<file path="config.mk">
export PLATFORM = sky130hd
export DESIGN_NAME = q_cnot_seq
export DESIGN_NICKNAME = d
export VERILOG_FILES = /design/src/rtl/q_cnot_seq.sv
export SDC_FILE = /design/constraint.sdc
export NUM_CORES = 2
export LEC_CHECK = 0
export BUFFER_PORTS_ARGS = -buffer_cell sky130_fd_sc_hd__buf_2
export CORE_MARGIN = 3
export CORE_UTILIZATION = 41
export DETAILED_ROUTE_END_ITERATION = 8
export HOLD_SLACK_MARGIN = 0.06
export PLACE_DENSITY = 0.68
export SYNTH_ARGS = -nofsm -noshare
export SYNTH_HDL_FRONTEND = slang
export SYNTH_SLANG_ARGS = --single-unit
export TNS_END_PERCENT = 30
</file>
<file path="constraint.sdc">
create_clock -name clk -period 18.9 [get_ports clk]
set_input_delay 4.725 -clock clk [delete_from_list [all_inputs] [get_ports clk]]
set_output_delay 4.725 -clock clk [all_outputs]
set_load 0.02 [all_outputs]
</file>
<file path="src/rtl/q_cnot_seq.sv">
// q_cnot_seq: time-multiplexed two-qubit gate engine (tensor product / CNOT).
// One shared complex multiplier (four q_mul, two q_add) produces one joint
// amplitude per cycle over four CALC cycles.
// Optional feature: define Q_SEQ_PERF_EN to add the op_count completion counter.

`ifndef FIXED_WIDTH
`define FIXED_WIDTH 16
`endif
`ifndef FIXED_FRAC
`define FIXED_FRAC 8
`endif

module q_cnot_seq #(
  parameter int unsigned OP_CNT_W = 32
) (
  input  logic                           clk,
  input  logic                           rst,
  input  logic                           in_valid,
  output logic                           in_ready,
  input  logic                           gate_sel,
  input  logic signed [`FIXED_WIDTH-1:0] control_real_0,
  input  logic signed [`FIXED_WIDTH-1:0] control_imag_0,
  input  logic signed [`FIXED_WIDTH-1:0] control_real_1,
  input  logic signed [`FIXED_WIDTH-1:0] control_imag_1,
  input  logic signed [`FIXED_WIDTH-1:0] target_real_0,
  input  logic signed [`FIXED_WIDTH-1:0] target_imag_0,
  input  logic signed [`FIXED_WIDTH-1:0] target_real_1,
  input  logic signed [`FIXED_WIDTH-1:0] target_imag_1,
  output logic                           out_valid,
  input  logic                           out_ready,
  output logic signed [`FIXED_WIDTH-1:0] out_real_00,
  output logic signed [`FIXED_WIDTH-1:0] out_imag_00,
  output logic signed [`FIXED_WIDTH-1:0] out_real_01,
  output logic signed [`FIXED_WIDTH-1:0] out_imag_01,
  output logic signed [`FIXED_WIDTH-1:0] out_real_10,
  output logic signed [`FIXED_WIDTH-1:0] out_imag_10,
  output logic signed [`FIXED_WIDTH-1:0] out_real_11,
  output logic signed [`FIXED_WIDTH-1:0] out_imag_11,
  output logic                           busy
`ifdef Q_SEQ_PERF_EN
  ,
  output logic [OP_CNT_W-1:0]            op_count
`endif
);

  localparam int unsigned W = `FIXED_WIDTH;
  localparam int unsigned F = `FIXED_FRAC;

  typedef logic signed [W-1:0] fx_t;

  typedef struct packed {
    logic signed [W-1:0] re;
    logic signed [W-1:0] im;
  } cplx_t;

  typedef enum logic [1:0] {
    ST_IDLE = 2'd0,
    ST_CALC = 2'd1,
    ST_DONE = 2'd2
  } state_t;

  // Fixed-point multiply: full-width product, arithmetic shift, truncate (wraps).
  function automatic fx_t q_mul(input fx_t a, input fx_t b);
    logic signed [2*W-1:0] p;
    p = (2*W)'(a) * (2*W)'(b);
    return W'(p >>> F);
  endfunction

  // Fixed-point add with two's-complement wrap.
  function automatic fx_t q_add(input fx_t a, input fx_t b);
    return W'(a + b);
  endfunction

  state_t     state_q;
  logic [1:0] idx_q;
  logic       gate_sel_q;
  cplx_t      ctl0_q, ctl1_q, tgt0_q, tgt1_q;

  cplx_t      mul_a, mul_b;
  fx_t        p_ac, p_bd, p_ad, p_bc;
  cplx_t      prod_d;

  // Select the operand pair for the current slot; gate_sel swaps the target for control=1.
  always_comb begin
    mul_a = ctl0_q;
    mul_b = tgt0_q;
    case (idx_q)
      2'd0: begin
        mul_a = ctl0_q;
        mul_b = tgt0_q;
      end
      2'd1: begin
        mul_a = ctl0_q;
        mul_b = tgt1_q;
      end
      2'd2: begin
        mul_a = ctl1_q;
        mul_b = gate_sel_q ? tgt1_q : tgt0_q;
      end
      default: begin
        mul_a = ctl1_q;
        mul_b = gate_sel_q ? tgt0_q : tgt1_q;
      end
    endcase
  end

  // Shared complex multiplier: (a+bi)(c+di).
  assign p_ac      = q_mul(mul_a.re, mul_b.re);
  assign p_bd      = q_mul(mul_a.im, mul_b.im);
  assign p_ad      = q_mul(mul_a.re, mul_b.im);
  assign p_bc      = q_mul(mul_a.im, mul_b.re);
  assign prod_d.re = q_add(p_ac, -p_bd);
  assign prod_d.im = q_add(p_ad, p_bc);

  // Sequencer FSM with registered handshake, status and result registers.
  always_ff @(posedge clk) begin
    if (rst) begin
      state_q     <= ST_IDLE;
      idx_q       <= 2'd0;
      gate_sel_q  <= 1'b0;
      ctl0_q      <= '0;
      ctl1_q      <= '0;
      tgt0_q      <= '0;
      tgt1_q      <= '0;
      in_ready    <= 1'b1;
      out_valid   <= 1'b0;
      busy        <= 1'b0;
      out_real_00 <= '0;
      out_imag_00 <= '0;
      out_real_01 <= '0;
      out_imag_01 <= '0;
      out_real_10 <= '0;
      out_imag_10 <= '0;
      out_real_11 <= '0;
      out_imag_11 <= '0;
    end else begin
      case (state_q)
        ST_IDLE: begin
          if (in_valid && in_ready) begin
            ctl0_q     <= '{re: control_real_0, im: control_imag_0};
            ctl1_q     <= '{re: control_real_1, im: control_imag_1};
            tgt0_q     <= '{re: target_real_0,  im: target_imag_0};
            tgt1_q     <= '{re: target_real_1,  im: target_imag_1};
            gate_sel_q <= gate_sel;
            idx_q      <= 2'd0;
            in_ready   <= 1'b0;
            busy       <= 1'b1;
            state_q    <= ST_CALC;
          end
        end
        ST_CALC: begin
          case (idx_q)
            2'd0: begin
              out_real_00 <= prod_d.re;
              out_imag_00 <= prod_d.im;
            end
            2'd1: begin
              out_real_01 <= prod_d.re;
              out_imag_01 <= prod_d.im;
            end
            2'd2: begin
              out_real_10 <= prod_d.re;
              out_imag_10 <= prod_d.im;
            end
            default: begin
              out_real_11 <= prod_d.re;
              out_imag_11 <= prod_d.im;
            end
          endcase
          idx_q <= idx_q + 2'd1;
          if (idx_q == 2'd3) begin
            out_valid <= 1'b1;
            state_q   <= ST_DONE;
          end
        end
        ST_DONE: begin
          if (out_ready) begin
            out_valid <= 1'b0;
            busy      <= 1'b0;
            in_ready  <= 1'b1;
            state_q   <= ST_IDLE;
          end
        end
        default: begin
          state_q   <= ST_IDLE;
          in_ready  <= 1'b1;
          out_valid <= 1'b0;
          busy      <= 1'b0;
        end
      endcase
    end
  end

`ifdef Q_SEQ_PERF_EN
  // Completed-operation counter, wraps naturally at 2^OP_CNT_W.
  always_ff @(posedge clk) begin
    if (rst) begin
      op_count <= '0;
    end else if (out_valid && out_ready) begin
      op_count <= op_count + OP_CNT_W'(1);
    end
  end
`else
  logic unused_op_cnt_w;
  assign unused_op_cnt_w = ^OP_CNT_W;
`endif

endmodule

</file>
# After elaboration in Yosys (flattened, before gate mapping)
# Cells that the tools add are included.
[totals]
register_bits = 264
in_bits = 133
output_inout_bits = 131
word_cells = 74
[op_classes]
addsub = 4
multipliers = 4
eq_ne = 8
n_mux = 18
n_bitwise = 3
n_reduce_logical = 15
[ops]
columns = ["cell", "count"]
rows = [
  ["16-bit by 16-bit multiplier with 24-bit output", 4],
  ["32-bit 2-to-1 mux", 3],
  ["32-bit one-hot mux with 3 select lines", 1],
  ["16-bit adder", 2],
  ["16-bit negator", 1],
  ["2-bit AND reduction", 6],
  ["1-bit one-hot mux with 3 select lines", 3],
  ["3-bit AND reduction", 3],
  ["2-bit 2-to-1 mux", 4],
  ["2-bit == test (second input constant)", 3],
  ["2-bit != test (second input constant)", 3],
  ["2-bit one-hot mux with 3 select lines", 1],
  ["1-bit 2-to-1 mux", 5],
  ["2-bit by 1-bit == test with 1-bit output (second input constant)", 2],
  ["2-bit logical NOT", 2],
  ["2-bit one-hot mux with 2 select lines", 1],
  ["1-bit NOT", 3],
  ["3-bit OR reduction", 1],
  ["2-bit by 1-bit adder with 2-bit output (second input constant)", 1],
  ["2-bit nonzero test", 1],
  ["2-bit OR reduction", 1],
  ["1-bit logical AND", 1],
]

# Logic depth before layout (Yosys ltp)
[logic_depth]
word_depth = 6
ltp_mapped = 44
ltp_nobuf = 39

# Least setup slack after synthesis
# OpenSTA, ideal clock, no wires.
[synth_path]
kind = "register to register"
start = "register idx_q[0]"
end = "register out_imag_00[15]"
setup_time_ns = 0.136
arrival_ns = 9.243
required_time_ns = 18.764
setup_slack_ns = 9.521
stages_incl_launch_ff = 40
n_path_buf = 6
period_less_slack_ns = 9.379
cell_sequence = "dfxtp_1 inv_1 ha_1 buf_4 nor2_2 buf_6 buf_6 buf_2 buf_1 mux2i_1 clkbuf_1 nor2_1 fa_1 inv_1 fa_1 fa_1 fa_1 inv_1 (+4 left out) ha_1 nor2b_1 o21ai_0 o21ai_0 o21a_1 nor2_1 xnor2_1 ha_1 a21o_1 a21oi_1 o31ai_1 or3_1 a31oi_1 a211o_1 xnor3_1 xnor3_2 nor2_1 nor3_2"
[synth_via]
elab_chain_cells = 5
elab_cells_between_ends = 10
cone_classes = "1 x add/sub; 2 x mul; 2 x eq/ne; 2 x mux; 3 x reduce/logical"
[synth_rtl]
columns = ["element", "line_no", "rtl"]
rows = [
  ["start, declared", "75", "logic [1:0] idx_q;"],
  ["start signal, assigned", "170", "idx_q <= idx_q + 2'd1;"],
  ["2-bit by 1-bit == test with 1-bit output or 2-bit logical NOT (tied branches)", "87, 152", ""],
  ["2-bit OR reduction (no source line)", "-", ""],
  ["32-bit 2-to-1 mux", "87", "case (idx_q)"],
  ["16-bit by 16-bit multiplier with 24-bit output", "65", "p = (2*W)'(a) * (2*W)'(b);"],
  ["16-bit adder", "71", "return W'(a + b);"],
  ["end signal, assigned", "155", "out_imag_00 <= prod_d.im;"],
  ["end, declared", "32", "output logic signed [`FIXED_WIDTH-1:0] out_imag_00,"],
]
# Parallel ways exist; a longest one is shown, timed or not.
# A chain may end at the register's enable or synchronous reset.

# Final worst setup path
# Same ends and word-level chain as after synthesis.

==> results.txt <==
- The number of hold violations in the final report is 0.
- The path class of the tightest hold or removal check is register to register.
- DRC errors left: 0
* Worst EP arrival: 11150 ps
- Required time of the worst setup path: 19310 ps
- Across all setup checks in the final design, the least slack found is 8160 ps.
- Setup repair after global routing left no endpoint under its margin.
- The worst setup path is launched from a register.
- Row generation in the floorplan step produced 114 rows.
- Timing analysis after detailed placement gives a worst setup slack of 8399 ps.
* Max-slew violation total from the final report: 0
- In this run, synthesis inferred 0 flip-flops with an integrated enable.
- GR met3 Demand/Resource: 0.09835
- Category of the critical setup timing path: register to register
* Height of the die: 321.2 um
- Post-route fraction of the period consumed by the critical path: 0.5682
- From synthesis to final layout, the design area changed by 8.635%.
- Slowest stage delay, CP: 1110 ps
* Resized Gates After CTS: 0
* TritonCTS Sinks: 264
* Share of final-layout standard cells stronger than drive strength 1: 0.09453
- Summed over all instances, the cell type with the most area after synthesis is fa_1.
- The initial utilization of the core area, before any placement, comes to 0.4175.
- Clock root buffer: clkbuf_16
- At the end of the flow, the number of nets in the layout was 6242.
- After technology mapping, the gate count stands at 4915.
- Port buffering added 263 buffers.
- In this run the horizontal extent of the chip is 321.2 um.
- Number of max-cap violations: 0
* Worst relative slew slack: 0.06340
- Global Route met2 Usage: 0.4217
- Total nets after synthesis: 6108
- Total vias in the final route: 34330
- The floorplan step defined a die boundary enclosing 103200 um2.
* Post-Synthesis Cell Area: 40730 um2
* Number of clock buffers inserted by TritonCTS: 25
- Clock skew: 18.76 ps
- The share of synthesized area in the top cell type comes to 0.3667.
- Result of the run: completed
- After routing, the total negative slack on setup checks comes to 0 ps.
* Cell count of the worst reg-to-reg path: 37
- After detailed routing, the number of vias per cell comes to 5.412.
- Setup crit end kind: register
* Leak Pwr: 0.02117 uW
- Maximum clock rate: 0.09311 GHz
- The worst hold path was traced through 2 stages.
* Most frequent CP cell: inv_1
- Entering global routing, the biggest net connects 97 pins.
- Synth area leaders: fa_1 (37%), dfxtp_1 (13%), ha_1 (9.6%)
- Wire length of the first global-routing pass: 216.6 mm
- The first TritonRoute pass finished after 6 iterations.
- Met1 Use GR: 0.3676
* Detail Placement HPWL: 110.2 mm
* Clock period minus worst slack: 10740 ps
* Floorplan core area: 97560 um2
* IR drop worst, VDD: 58.63 uV
* Wire per inst: 22.59 um
- The longest clock path from root to sink contains 3 buffers.
- Among all flip-flop cells after synthesis, the most frequent one is dfxtp_1.
- GRT Residual Overflow: 0
* Sequential-to-total area share from yosys stat: 0.1298
- Counting the fill cells in the layout gives 9607.
* Mean post-synth cell area: 8.287 um2
* Total track usage: 0.2796
- Synth cell types: 78
* Reg clk slew, reported paths: 70 ps
* Io pins: 264
- The tightest hold path in the finished design has a slack of 452.7 ps.
* Total wire length: 143.3 mm
- The sequential cells in the finished layout cover a total of 5285 um2.
- Number of antenna violations at the first check in global routing: 9
- Setup violations remaining at the end of the flow were counted as 0.
- Yosys printed 0 warnings.
- Ratio of total power to cell area: 57.78 nW/um2
- Number of global-route vias before repair: 35160
- Clock latency on the worst-skew pair: 570 ps
- Post-CTS setup buffers: 0
- Most used routing layer in global routing: met2
- At the end of routability-driven placement, the weighted congestion stood at 0.9832.
- On the critical path, the stage with the largest delay is an instance of a22o_1.
- Post-detailed-route count of antenna-violating nets: 0
- Largest fanout on the critical path: 46
- Overall Power: 2557 uW
- Final non-filler cell total: 6344
- H-tree depth: 1
* Worst Tran Pin Value: 1405 ps
* Number of design-rule violations left by the first detailed-router iteration: 3180
- Counting tap cells, the placed design contains a total of 6298 instances.
- Buffers inserted to repair hold after CTS numbered 0.
* CTS tree: built
* Area of the multi-input gates: 30820 um2
* FF+latch count, synth: 264
- Async SR Flop Fraction: 0
## critical path: cells and delay by family, from the launching register on
kind                       cells  cell delay [ps]
xor gates and xnor gates       2              830
adders and majority gates      9             3670
and+or+nand+nor               11             2520
DFF                            1              330
AOI/OAI and AO/OA              8             2360
buffers and inverters          7              870
## cell usage after synthesis (all sizes together) (2+ instances only)
library cell  instances
a31oi                 8
nand3                27
or4                   2
xor2                 29
a21oi               282
a22oi                25
and3                 11
o31ai                 9
nand4                 7
nor2b                21
o21bai                4
nor3b                 8
o211ai                9
o21a                 15
a211o                 3
o211a                 2
mux2i                34
xnor2               118
fa                  746
a21o                 22
nand2b                9
o21ai                42
nand3b                6
o2111ai               9
or2                   5
nor2                576
clkbuf              204
inv                1001
and2                 10
nor3                 26
mux2                 33
a22o                 22
o41ai                 2
and4                  2
buf                  34
a21boi                6
dfxtp               264
ha                  314
or3                   9
xnor3                 9
nand2               911
a211oi               23
## power by group
part	internal [uW]	leakage [uW]	switching [uW]
Combinational	441	0.0186	959
Clock	301	0.000416	230
Sequential	594	0.00215	32.4
Total	1340	0.0212	1220
## logic make-up after synthesis
family | after synthesis | share of synthesized area
simple gates | 1636 | 0.1608
buf+inv | 1240 | 0.1164
fa+ha+maj | 1060 | 0.4631
compound gates | 492 | 0.07492
flops | 264 | 0.1298
xor+xnor | 156 | 0.03683
mux | 67 | 0.01825
## final timing paths
path | end | from | slack, ps
hold reg to reg | out_real_11[2] | out_real_11[2] | 450
hold / removal | out_real_11[2] | out_real_11[2] | 450
setup reg to reg | out_imag_00[15] | idx_q[0] | 8160
setup / recovery | out_imag_00[15] | idx_q[0] | 8160
## cell usage in the layout (no fill, tap or decap), types with 22 or more instances in the layout
cell / n
inv_1: 999
mux2_2: 31
nand2_1: 910
a22o_1: 22
o21ai_0: 38
fa_1: 746
buf_4: 82
dfxtp_1: 264
xnor2_1: 117
nor2_1: 571
ha_1: 314
buf_2: 262
a21oi_1: 282
clkbuf_16: 25
mux2i_1: 22
nand3_1: 27
xor2_1: 29
## layer usage
metal / vias up / wire, um
li1: 14990 / -
met1: 16900 / 54990
met2: 1975 / 60030
met3: 459 / 20200
met4: 10 / 8004
met5: - / 66
## final cells by class
cell class,instances,share of cell area
multi-input combinational,3411,0.6964
sequential,264,0.1194
inverter,1002,0.08506
timing repair buffer,345,0.04386
tap,1276,0.03608
clock buffer,33,0.01572
clock inverter,12,0.003365
antenna,1,0.00005655
## per-stage QoR
stage | instance area, um2 | utilization
after floorplan | 40730 | -
after global placement | 43400 | 0.4449
after detailed placement | 43400 | 0.4449
after CTS | 44250 | 0.4535
after global routing | 44250 | 0.4535
final | 44250 | 0.4535
## sequential cells by signal, indices dropped and copies added, names as in the netlist, 2 cells and up
signal and cells:
ctl0_q 32, ctl1_q 32, idx_q 2, out_imag_00 16
out_imag_01 16, out_imag_10 16, out_imag_11 16, out_real_00 16
out_real_01 16, out_real_10 16, out_real_11 16, state_q 2
tgt0_q 32, tgt1_q 32
No activity file was read; power rests on OpenSTA's default activity.
